<file path="src/rtl/pcpi_pkg.sv">
// pcpi_pkg -- shared definitions for the PCPI issue controller.
//   state_t                : issue controller FSM encoding
//   PCPI_OPCODE_OP         : RV32 OP major opcode (carries the M extension)
//   FUNCT7_MULDIV          : funct7 value selecting MUL/DIV/REM
//   DEFAULT_TIMEOUT_CYCLES : default no-responder timeout
//   is_muldiv()            : true for an M-extension OP instruction
package pcpi_pkg;

    typedef enum logic [1:0] {
        ST_IDLE  = 2'd0,
        ST_ISSUE = 2'd1,
        ST_RESP  = 2'd2
    } state_t;

    localparam logic [6:0] PCPI_OPCODE_OP         = 7'b0110011;
    localparam logic [6:0] FUNCT7_MULDIV          = 7'b0000001;
    localparam int         DEFAULT_TIMEOUT_CYCLES = 16;

    function automatic logic is_muldiv(input logic [31:0] insn);
        return (insn[6:0] == PCPI_OPCODE_OP) && (insn[31:25] == FUNCT7_MULDIV);
    endfunction

endpackage

</file>
<file path="src/rtl/pcpi_timeout_cnt.sv">
// pcpi_timeout_cnt -- clear/enable counter flagging the last cycle of the
// no-responder window.
//   clk, resetn : clock, synchronous active-low reset
//   clear       : force count to 0 (has priority over enable)
//   enable      : advance count by one
//   expired     : count has reached TIMEOUT_CYCLES-1 (combinational)
module pcpi_timeout_cnt #(
    parameter int TIMEOUT_CYCLES = 16,
    parameter int TO_W           = 5
) (
    input  logic clk,
    input  logic resetn,
    input  logic clear,
    input  logic enable,
    output logic expired
);

    logic [TO_W-1:0] count_reg;

    always_ff @(posedge clk) begin
        if (!resetn) begin
            count_reg <= '0;
        end else if (clear) begin
            count_reg <= '0;
        end else if (enable) begin
            count_reg <= count_reg + 1'b1;
        end
    end

    assign expired = (count_reg == TO_W'(TIMEOUT_CYCLES - 1));

endmodule

</file>
<file path="src/rtl/pcpi_issue_ctrl.sv">
// pcpi_issue_ctrl -- CPU-side PCPI initiator. Takes one decoded non-native
// instruction from the core, presents it on PCPI, waits for a responder and
// returns either its result or an illegal-instruction indication.
//   clk, resetn       : clock, synchronous active-low reset
//   cmd_*             : instruction + operands from the core (cmd_ready in IDLE)
//   pcpi_*            : shared coprocessor bus (valid/insn/rs1/rs2 registered)
//   rsp_*             : response to writeback, held until rsp_ready
//   perf_*            : optional counters, present only with PCPI_ISSUE_PERF_EN
module pcpi_issue_ctrl
    import pcpi_pkg::*;
#(
    parameter int TIMEOUT_CYCLES = DEFAULT_TIMEOUT_CYCLES,
    parameter int TO_W           = 5
) (
    input  logic        clk,
    input  logic        resetn,
    input  logic        cmd_valid,
    output logic        cmd_ready,
    input  logic [31:0] cmd_insn,
    input  logic [31:0] cmd_rs1,
    input  logic [31:0] cmd_rs2,
    input  logic [4:0]  cmd_rd_idx,
    output logic        pcpi_valid,
    output logic [31:0] pcpi_insn,
    output logic [31:0] pcpi_rs1,
    output logic [31:0] pcpi_rs2,
    input  logic        pcpi_wr,
    input  logic [31:0] pcpi_rd,
    input  logic        pcpi_wait,
    input  logic        pcpi_ready,
    output logic        rsp_valid,
    input  logic        rsp_ready,
    output logic        rsp_wr,
    output logic [4:0]  rsp_rd_idx,
    output logic [31:0] rsp_data,
    output logic        rsp_illegal
`ifdef PCPI_ISSUE_PERF_EN
    ,
    output logic [31:0] perf_issued,
    output logic [31:0] perf_busy,
    output logic [15:0] perf_illegal
`endif
);

    state_t state_reg;
    logic   accept;
    logic   to_clear;
    logic   to_enable;
    logic   to_expired;
    logic   timeout;

    assign cmd_ready = (state_reg == ST_IDLE);
    assign accept    = cmd_ready && cmd_valid;

    // A claimed instruction (pcpi_wait) holds the counter at zero, so once
    // wait drops the full window is available again.
    assign to_clear  = accept || ((state_reg == ST_ISSUE) && pcpi_wait);
    assign to_enable = (state_reg == ST_ISSUE) && !pcpi_wait && !pcpi_ready;
    // Ready in the final window cycle still wins over the timeout.
    assign timeout   = (state_reg == ST_ISSUE) && !pcpi_ready && !pcpi_wait && to_expired;

    pcpi_timeout_cnt #(
        .TIMEOUT_CYCLES(TIMEOUT_CYCLES),
        .TO_W          (TO_W)
    ) u_timeout (
        .clk    (clk),
        .resetn (resetn),
        .clear  (to_clear),
        .enable (to_enable),
        .expired(to_expired)
    );

    always_ff @(posedge clk) begin
        if (!resetn) begin
            state_reg   <= ST_IDLE;
            pcpi_valid  <= 1'b0;
            pcpi_insn   <= '0;
            pcpi_rs1    <= '0;
            pcpi_rs2    <= '0;
            rsp_valid   <= 1'b0;
            rsp_wr      <= 1'b0;
            rsp_rd_idx  <= '0;
            rsp_data    <= '0;
            rsp_illegal <= 1'b0;
        end else begin
            case (state_reg)
                ST_IDLE: begin
                    if (cmd_valid) begin
                        pcpi_insn  <= cmd_insn;
                        pcpi_rs1   <= cmd_rs1;
                        pcpi_rs2   <= cmd_rs2;
                        rsp_rd_idx <= cmd_rd_idx;
                        pcpi_valid <= 1'b1;
                        state_reg  <= ST_ISSUE;
                    end
                end
                ST_ISSUE: begin
                    if (pcpi_ready) begin
                        rsp_wr      <= pcpi_wr;
                        rsp_data    <= pcpi_wr ? pcpi_rd : 32'd0;
                        rsp_illegal <= 1'b0;
                        pcpi_valid  <= 1'b0;
                        rsp_valid   <= 1'b1;
                        state_reg   <= ST_RESP;
                    end else if (timeout) begin
                        rsp_wr      <= 1'b0;
                        rsp_data    <= 32'd0;
                        rsp_illegal <= 1'b1;
                        pcpi_valid  <= 1'b0;
                        rsp_valid   <= 1'b1;
                        state_reg   <= ST_RESP;
                    end
                end
                ST_RESP: begin
                    if (rsp_ready) begin
                        rsp_valid <= 1'b0;
                        state_reg <= ST_IDLE;
                    end
                end
                default: begin
                    pcpi_valid <= 1'b0;
                    rsp_valid  <= 1'b0;
                    state_reg  <= ST_IDLE;
                end
            endcase
        end
    end

`ifdef PCPI_ISSUE_PERF_EN
    always_ff @(posedge clk) begin
        if (!resetn) begin
            perf_issued  <= '0;
            perf_busy    <= '0;
            perf_illegal <= '0;
        end else begin
            if (accept)                 perf_issued  <= perf_issued + 1'b1;
            if (state_reg == ST_ISSUE)  perf_busy    <= perf_busy + 1'b1;
            if (timeout)                perf_illegal <= perf_illegal + 1'b1;
        end
    end
`endif

endmodule

</file>
<file path="config.mk">
export PLATFORM = sky130hd
export DESIGN_NAME = pcpi_issue_ctrl
export DESIGN_NICKNAME = d
export VERILOG_FILES = /design/src/rtl/pcpi_pkg.sv /design/src/rtl/pcpi_timeout_cnt.sv /design/src/rtl/pcpi_issue_ctrl.sv
export SDC_FILE = /design/constraint.sdc
export NUM_CORES = 1
export LEC_CHECK = 0
export ABC_CLOCK_PERIOD_IN_PS = 5200
export CORE_AREA = 2 2 119 121
export DETAILED_ROUTE_END_ITERATION = 16
export DIE_AREA = 0 0 121 123
export DONT_BUFFER_PORTS = 1
export GPL_TIMING_DRIVEN = 0
export PLACE_DENSITY = 0.51
export SYNTH_ARGS = -nofsm -noshare
export SYNTH_HDL_FRONTEND = slang
export SYNTH_SLANG_ARGS = --single-unit
</file>
<file path="constraint.sdc">
create_clock -name clk -period 5.2 [get_ports clk]
set_input_delay 1.04 -clock clk [delete_from_list [all_inputs] [get_ports clk]]
set_output_delay 1.04 -clock clk [all_outputs]
set_load 0.1 [all_outputs]
</file>
==> results.md, run 1 <==
- Nets@finish: 841
- Classification of the worst-slack hold path: register to register
- Fillers: 1411
- Clock-pin slew on the worst setup and hold paths: 0.06 ns
- Detail-routed via count per cell: 5.18
- Routability Congestion: 0.766
- Total Neg Setup Slack: 0 ns
- Max Transition Viols Final: 0
- Maximum number of buffers from clock root to sink: 2
- Site Rows: 43
- Final design area excluding fillers: 6140 um^2
- Status: complete, no violations
- Setup repair bufs after CTS: 0
- Final worst slack: 2.34 ns
- Number of buffers created by CTS: 17
- Width of the die: 121 um
- Cell types occupying the most area after synthesis: sky130_fd_sc_hd__dfxtp_1 54%, sky130_fd_sc_hd__nand2_1 19%, sky130_fd_sc_hd__a21oi_1 10%
- Drt initial violations: 201
- Area after DPL: 5580 um^2
- Area of combinational cells with multiple inputs: 2160 um^2
- Required time of the critical path: 4.16 ns
- Syn Inst Count: 680
- Startpoint-to-endpoint class of the critical path: register to output port
- Total Routing Usage GR: 0.199
- Detailed-route wire length: 15000 um
- Flop and latch count out of synthesis: 144
- Synthesized Nets: 822
- Most numerous cell types in the synthesized netlist: 270 x sky130_fd_sc_hd__nand2_1, 144 x sky130_fd_sc_hd__dfxtp_1, 109 x sky130_fd_sc_hd__a21oi_1
- Syn-to-layout area delta: 14.8%
- Initial core utilization: 0.393
- Number of top-level design ports: 278
- Most used standard cell by instance count after synthesis: sky130_fd_sc_hd__nand2_1
- Leakage power figure: 2.18 nW
- Fraction of registers with async set/reset: 0
- Slew at the pin closest to its max-slew limit: 1.09 ns
- Yosys top cell by area: sky130_fd_sc_hd__dfxtp_1
- Deepest level of the CTS H-tree: 4
- CORE AREA: 13600 um^2
- Pre-CTS worst setup slack: 2.76 ns
- Setup repair after global routing missed its margin: no
- Post-layout util: 0.451
- Max-cap violations: 0
- Critical path startpoint category: register
- Achievable clock frequency: 350 MHz
- Pre-antenna DRT Iters: 4
- Area of all sequential standard cells: 2880 um^2
- Syn Std Cell Area: 5350 um^2
- Area of the die: 14900 um^2
- Fraction of synthesized cell area taken by the top area cell type: 0.539
- IR Drop Worst-Case VDD: 0.208 mV
- Clock latency on the worst-skew pair: 0.42 ns
- Post-Syn Area per Cell: 7.87 um^2
- CTS sink count: 144
- Commonest register cell after synthesis: sky130_fd_sc_hd__dfxtp_1
- Proportion of synthesized chip area in sequential cells: 0.539
- Setup-violating endpoint count in the final report: 0
- Number of hold violations in the final report: 0
- TritonCTS clock tree: yes
- Antenna cell count: 0
- Wire length of the first global-routing pass: 22600 um
- Fraction of layout instances using a drive strength above 1: 0.0829
- Power density over cell area: 494 nW/um^2
- Arrival time of data at the critical path endpoint: 1.82 ns
- Post-synth EDFFs: 0
- Global route total overflow: 0
- Worst Setup End Kind: output port
- Final cycle utilization of the critical path: 0.549
- Antenna violations before repair: 0
- PortBufs: 0
- Highest net fanout along the worst path: 10
- Worst slew margin relative to its limit: 0.272
- Pin count of the biggest net entering global routing: 17
- Post-DP HPWL: 11400 um
- Die span in y: 123 um
- Cell variety after synth: 29
- DR vias: 4623
- Cell at the root of the clock tree: sky130_fd_sc_hd__clkbuf_16
- Total of cells resized after clock tree synthesis: 0
- Antenna violation net count after detailed routing: 0
- Vias in the first global route: 4356
- Final routed DRC violation total: 0
- Hold WS: 0.480 ns
- Routed length per instance: 16.8 um
- Post-route minimum period: 2.86 ns
- Worst-case clock skew: 0.00511 ns
- Number of warnings reported in the yosys synthesis log: 0
- CTS Hold Buffers Added: 0
==> area by class of cell <==
| class | count | area share |
|---|---|---|
| inverters | 5 | 0.00306 |
| multi-input cells | 477 | 0.352 |
| plain buffers | 54 | 0.0469 |
| clock inverters | 11 | 0.0187 |
| flip-flops and latches | 144 | 0.469 |
| clock buffers | 21 | 0.0733 |
| well taps | 180 | 0.0367 |
==> per-stage QoR <==
step / total power, mW / cells
floorplan: 1.84 / 680
global placement: 1.89 / 860
detailed placement: 1.90 / 860
CTS: 3.07 / 892
global route: 3.16 / 892
finish: 3.04 / 892
==> worst paths after layout <==
check                         start                     end  slack, ns  cells past startpoint
min          u_timeout.count_reg[1]  u_timeout.count_reg[1]       0.48                      2
max reg2reg  u_timeout.count_reg[0]             rsp_data[7]       3.14                      8
min reg2reg  u_timeout.count_reg[1]  u_timeout.count_reg[1]       0.48                      2
max                    state_reg[1]               cmd_ready       2.34                      2
==> worst max-delay path, cell delays in order, from the launching register on <==
cell and delay, ns:
sky130_fd_sc_hd__dfxtp_1 0.34, sky130_fd_sc_hd__buf_2 0.20, sky130_fd_sc_hd__nor2_2 0.86
==> per-layer routing <==
| layer | global-route usage | share of wire | vias to the layer above |
|---|---|---|---|
| met5 | 0 | 0 | - |
| met4 | 0.0828 | 0.026 | 0 |
| met3 | 0.106 | 0.11 | 29 |
| met2 | 0.334 | 0.48 | 200 |
| met1 | 0.209 | 0.38 | 2107 |
| li1 | - | - | 2287 |
==> cell usage in the layout, fill, tap and decap left out, types with 2 or more instances in the layout <==
master	instances
sky130_fd_sc_hd__nand2b_1	2
sky130_fd_sc_hd__clkinvlp_4	4
sky130_fd_sc_hd__nand3_1	34
sky130_fd_sc_hd__bufinv_16	2
sky130_fd_sc_hd__inv_1	4
sky130_fd_sc_hd__buf_2	17
sky130_fd_sc_hd__clkinv_2	5
sky130_fd_sc_hd__buf_6	8
sky130_fd_sc_hd__nor2_1	3
sky130_fd_sc_hd__clkbuf_1	31
sky130_fd_sc_hd__nand2_1	270
sky130_fd_sc_hd__dfxtp_1	144
sky130_fd_sc_hd__or3_1	2
sky130_fd_sc_hd__nor2b_1	3
sky130_fd_sc_hd__clkbuf_16	17
sky130_fd_sc_hd__a21oi_1	109
sky130_fd_sc_hd__a31oi_1	33
sky130_fd_sc_hd__o21ai_0	5
sky130_fd_sc_hd__ha_1	2
sky130_fd_sc_hd__a211oi_1	2
==> cells by family (layout without fill, tap and decap cells) <==
| family | count (synthesis) | in the layout | share of synthesized area |
|---|---|---|---|
| simple gates | 322 | 322 | 0.245 |
| compound gates | 151 | 151 | 0.151 |
| flops | 144 | 144 | 0.539 |
| buf+inv | 59 | 91 | 0.0573 |
| fa+ha+maj | 2 | 2 | 0.00468 |
| xor+xnor | 1 | 1 | 0.00164 |
| mux | 1 | 1 | 0.00187 |
==> power breakdown <==
| group | switching (mW) | internal [mW] | leakage [nW] |
|---|---|---|---|
| logic | 0.132 | 0.0715 | 0.737 |
| clock network | 0.449 | 0.713 | 0.269 |
| registers | 0.503 | 1.17 | 1.18 |
(Power assumes the default switching activity.)
==> run 2, diff against run 1 <==
--- a/config.mk
+++ b/config.mk
@@ -5,13 +5,13 @@
 export SDC_FILE = /design/constraint.sdc
 export NUM_CORES = 1
 export LEC_CHECK = 0
-export ABC_CLOCK_PERIOD_IN_PS = 5200
+export ABC_CLOCK_PERIOD_IN_PS = 2400
 export CORE_AREA = 2 2 119 121
 export DETAILED_ROUTE_END_ITERATION = 16
 export DIE_AREA = 0 0 121 123
 export DONT_BUFFER_PORTS = 1
 export GPL_TIMING_DRIVEN = 0
-export PLACE_DENSITY = 0.51
+export PLACE_DENSITY = 0.53
 export SYNTH_ARGS = -nofsm -noshare
 export SYNTH_HDL_FRONTEND = slang
 export SYNTH_SLANG_ARGS = --single-unit
==> constraint.sdc (replaced) <==
create_clock -name clk -period 2.4 [get_ports clk]
set_input_delay 0.48 -clock clk [delete_from_list [all_inputs] [get_ports clk]]
set_output_delay 0.48 -clock clk [all_outputs]
set_load 0.1 [all_outputs]
==> results.md, run 2 (same netlist as run 1, synthesis figures left out) <==
- Fraction of layout instances using a drive strength above 1: 0.0857 (+0.00281)
- Clock latency on the worst-skew pair: 0.41 ns (about the same)
- Required time of the critical path: 1.92 ns (-2.24 ns)
- Setup repair after global routing missed its margin: no
- Initial core utilization: 0.393 (unchanged)
- Power density over cell area: 1090 nW/um^2 (+120%)
- Highest-count cells in the layout ignoring fill and taps: 270 x sky130_fd_sc_hd__nand2_1, 144 x sky130_fd_sc_hd__dfxtp_1, 109 x sky130_fd_sc_hd__a21oi_1
- CTS Hold Buffers Added: 0 (unchanged)
- Syn-to-layout area delta: 15.6%
- Routability Congestion: 0.762 (-0.56%)
- Pre-antenna DRT Iters: 4 (unchanged)
- Achievable clock frequency: 440 MHz
- Critical path startpoint category: register
- Hold WS: 0.166 ns (-0.314 ns)
- Pre-CTS worst setup slack: 0.343 ns (-2.42 ns)
- Final design area excluding fillers: 6180 um^2 (+0.65%)
- Fillers: 1372 (-2.8%)
- Worst Setup End Kind: output port
- Final routed DRC violation total: 0 (unchanged)
- Number of buffers created by CTS: 17 (unchanged)
- Pin count of the biggest net entering global routing: 17 (unchanged)
- Width of the die: 121 um (unchanged)
- Slew at the pin closest to its max-slew limit: 1.08 ns (-0.00601 ns)
- Post-route minimum period: 2.27 ns
- Global route total overflow: 0 (unchanged)
- PortBufs: 0 (unchanged)
- Antenna violations before repair: 1 (+1)
- IR Drop Worst-Case VDD: 0.418 mV (+100%)
- Highest net fanout along the worst path: 10 (unchanged)
- Die span in y: 123 um (unchanged)
- CTS sink count: 144 (unchanged)
- Total Neg Setup Slack: 0 ns (unchanged)
- Leading cell type in the layout, fill and taps excluded: sky130_fd_sc_hd__nand2_1
- Total of cells resized after clock tree synthesis: 0 (unchanged)
- Number of hold violations in the final report: 0 (unchanged)
- Antenna violation net count after detailed routing: 0 (unchanged)
- Setup repair bufs after CTS: 0 (unchanged)
- Maximum number of buffers from clock root to sink: 2 (unchanged)
- Final cycle utilization of the critical path: 0.946
- Classification of the worst-slack hold path: input pin to register
- Ordered cell list for the critical path: buf_2, nor2_2
- Wire length of the first global-routing pass: 22900 um (+1.1%)
- Vias in the first global route: 4442 (+2.0%)
- Routed length per instance: 17.2 um (+2.3%)
- Top Family by Delay on Critical Path: simple AND/OR/NAND/NOR gates
- Post-DP HPWL: 11500 um (+1.2%)
- CORE AREA: 13600 um^2 (unchanged)
- Drt initial violations: 217 (+8.0%)
- Cell at the root of the clock tree: sky130_fd_sc_hd__clkbuf_16
- Clock-pin slew on the worst setup and hold paths: 0.06 ns (about the same)
- Site Rows: 43 (unchanged)
- Total Routing Usage GR: 0.198 (-0.000689)
- Worst path bufs/invs: 1 (unchanged)
- Final worst slack: 0.129 ns (-2.22 ns)
- Area of the die: 14900 um^2 (unchanged)
- Startpoint-to-endpoint class of the critical path: register to output port
- Leakage power figure: 2.20 nW (+0.85%)
- Arrival time of data at the critical path endpoint: 1.79 ns (-0.03 ns)
- Deepest level of the CTS H-tree: 4 (unchanged)
- Number of top-level design ports: 278 (unchanged)
- Worst slew margin relative to its limit: 0.276 (+0.00401)
- Worst-case clock skew: 0.00675 ns (+0.00164 ns)
- Area after DPL: 5580 um^2 (unchanged)
- Detail-routed via count per cell: 5.20 (+0.36%)
- DR vias: 4645 (+0.48%)
- Max-cap violations: 0 (unchanged)
- Setup-violating endpoint count in the final report: 0 (unchanged)
- Max Transition Viols Final: 0 (unchanged)
- Status: complete, no violations
- Max stage delay cell, worst path: sky130_fd_sc_hd__nor2_2
- Detailed-route wire length: 15400 um (+2.4%)
- Nets@finish: 841 (unchanged)
- Longest individual stage delay on the worst path: 0.85 ns (about the same)
- TritonCTS clock tree: yes
==> run 2: changes by cell type in the layout (fill, tap and decap cells not counted), sizes merged <==
cell / before / now
diode: 0 / 1
clkinv: 6 / 4
clkbuf: 49 / 51
==> run 2: cell type report <==
cell class | count | area (um^2) | area share
inverter | 5 | 18.8 | 0.00304
sequential | 144 | 2880 | 0.466
buffer | 54 | 288 | 0.0465
tap | 180 | 225 | 0.0364
clock inverter | 9 | 105 | 0.0170
clock buffer | 23 | 498 | 0.0806
multi-input combinational | 477 | 2160 | 0.350
antenna | 1 | 2.50 | 0.000405
==> run 2: routing by layer <==
| layer | vias up | wire, um | GRT usage |
|---|---|---|---|
| met2 | 216 | 7320 | 0.330 |
| met5 | - | 0 | 0 |
| met4 | 0 | 391 | 0.0916 |
| met1 | 2110 | 5880 | 0.213 |
| li1 | 2286 | - | - |
| met3 | 33 | 1780 | 0.0959 |
==> run 2: through the flow <==
stage / util / std cells / power (mW)
after floorplan: - / 680 / 3.98
after CTS: 0.454 / 892 / 6.77
final: 0.454 / 893 / 6.71
after global routing: 0.454 / 893 / 6.96
after global placement: 0.410 / 860 / 4.10
after detailed placement: 0.410 / 860 / 4.12
==> run 2: worst reg2reg max path, cell delays in order, from the launching register on <==
cell                       delay [ns]
sky130_fd_sc_hd__dfxtp_1         0.34
sky130_fd_sc_hd__ha_1            0.22
sky130_fd_sc_hd__and3_1          0.20
sky130_fd_sc_hd__ha_1            0.20
sky130_fd_sc_hd__nand2b_1        0.07
sky130_fd_sc_hd__clkbuf_1        0.25
sky130_fd_sc_hd__clkbuf_1        0.40
sky130_fd_sc_hd__nand3_1         0.13
sky130_fd_sc_hd__a31oi_1         0.19
==> run 2: power breakdown <==
group          internal [mW]  switching, mW  total (mW)
Clock                   1.66          0.986        2.65
Combinational          0.155          0.288       0.443
Sequential              2.53           1.09        3.62
==> run 2: final timing paths <==
path / from / to / slack (ns) / cells after the start
worst min register to register: u_timeout.count_reg[1] / u_timeout.count_reg[1] / 0.48 / 2
worst max-delay path: state_reg[1] / cmd_ready / 0.13 / 2
worst max register to register: u_timeout.count_reg[0] / rsp_data[25] / 0.33 / 8
worst min-delay path: pcpi_ready / rsp_illegal / 0.17 / 1
==> run 3, diff against run 2 <==
--- a/config.mk
+++ b/config.mk
@@ -12,6 +12,7 @@
 export DONT_BUFFER_PORTS = 1
 export GPL_TIMING_DRIVEN = 0
 export PLACE_DENSITY = 0.53
+export SETUP_SLACK_MARGIN = 0.02
 export SYNTH_ARGS = -nofsm -noshare
 export SYNTH_HDL_FRONTEND = slang
 export SYNTH_SLANG_ARGS = --single-unit
==> results of run 3 <==
Final layout, timing and power as in run 2 (identical DEF).
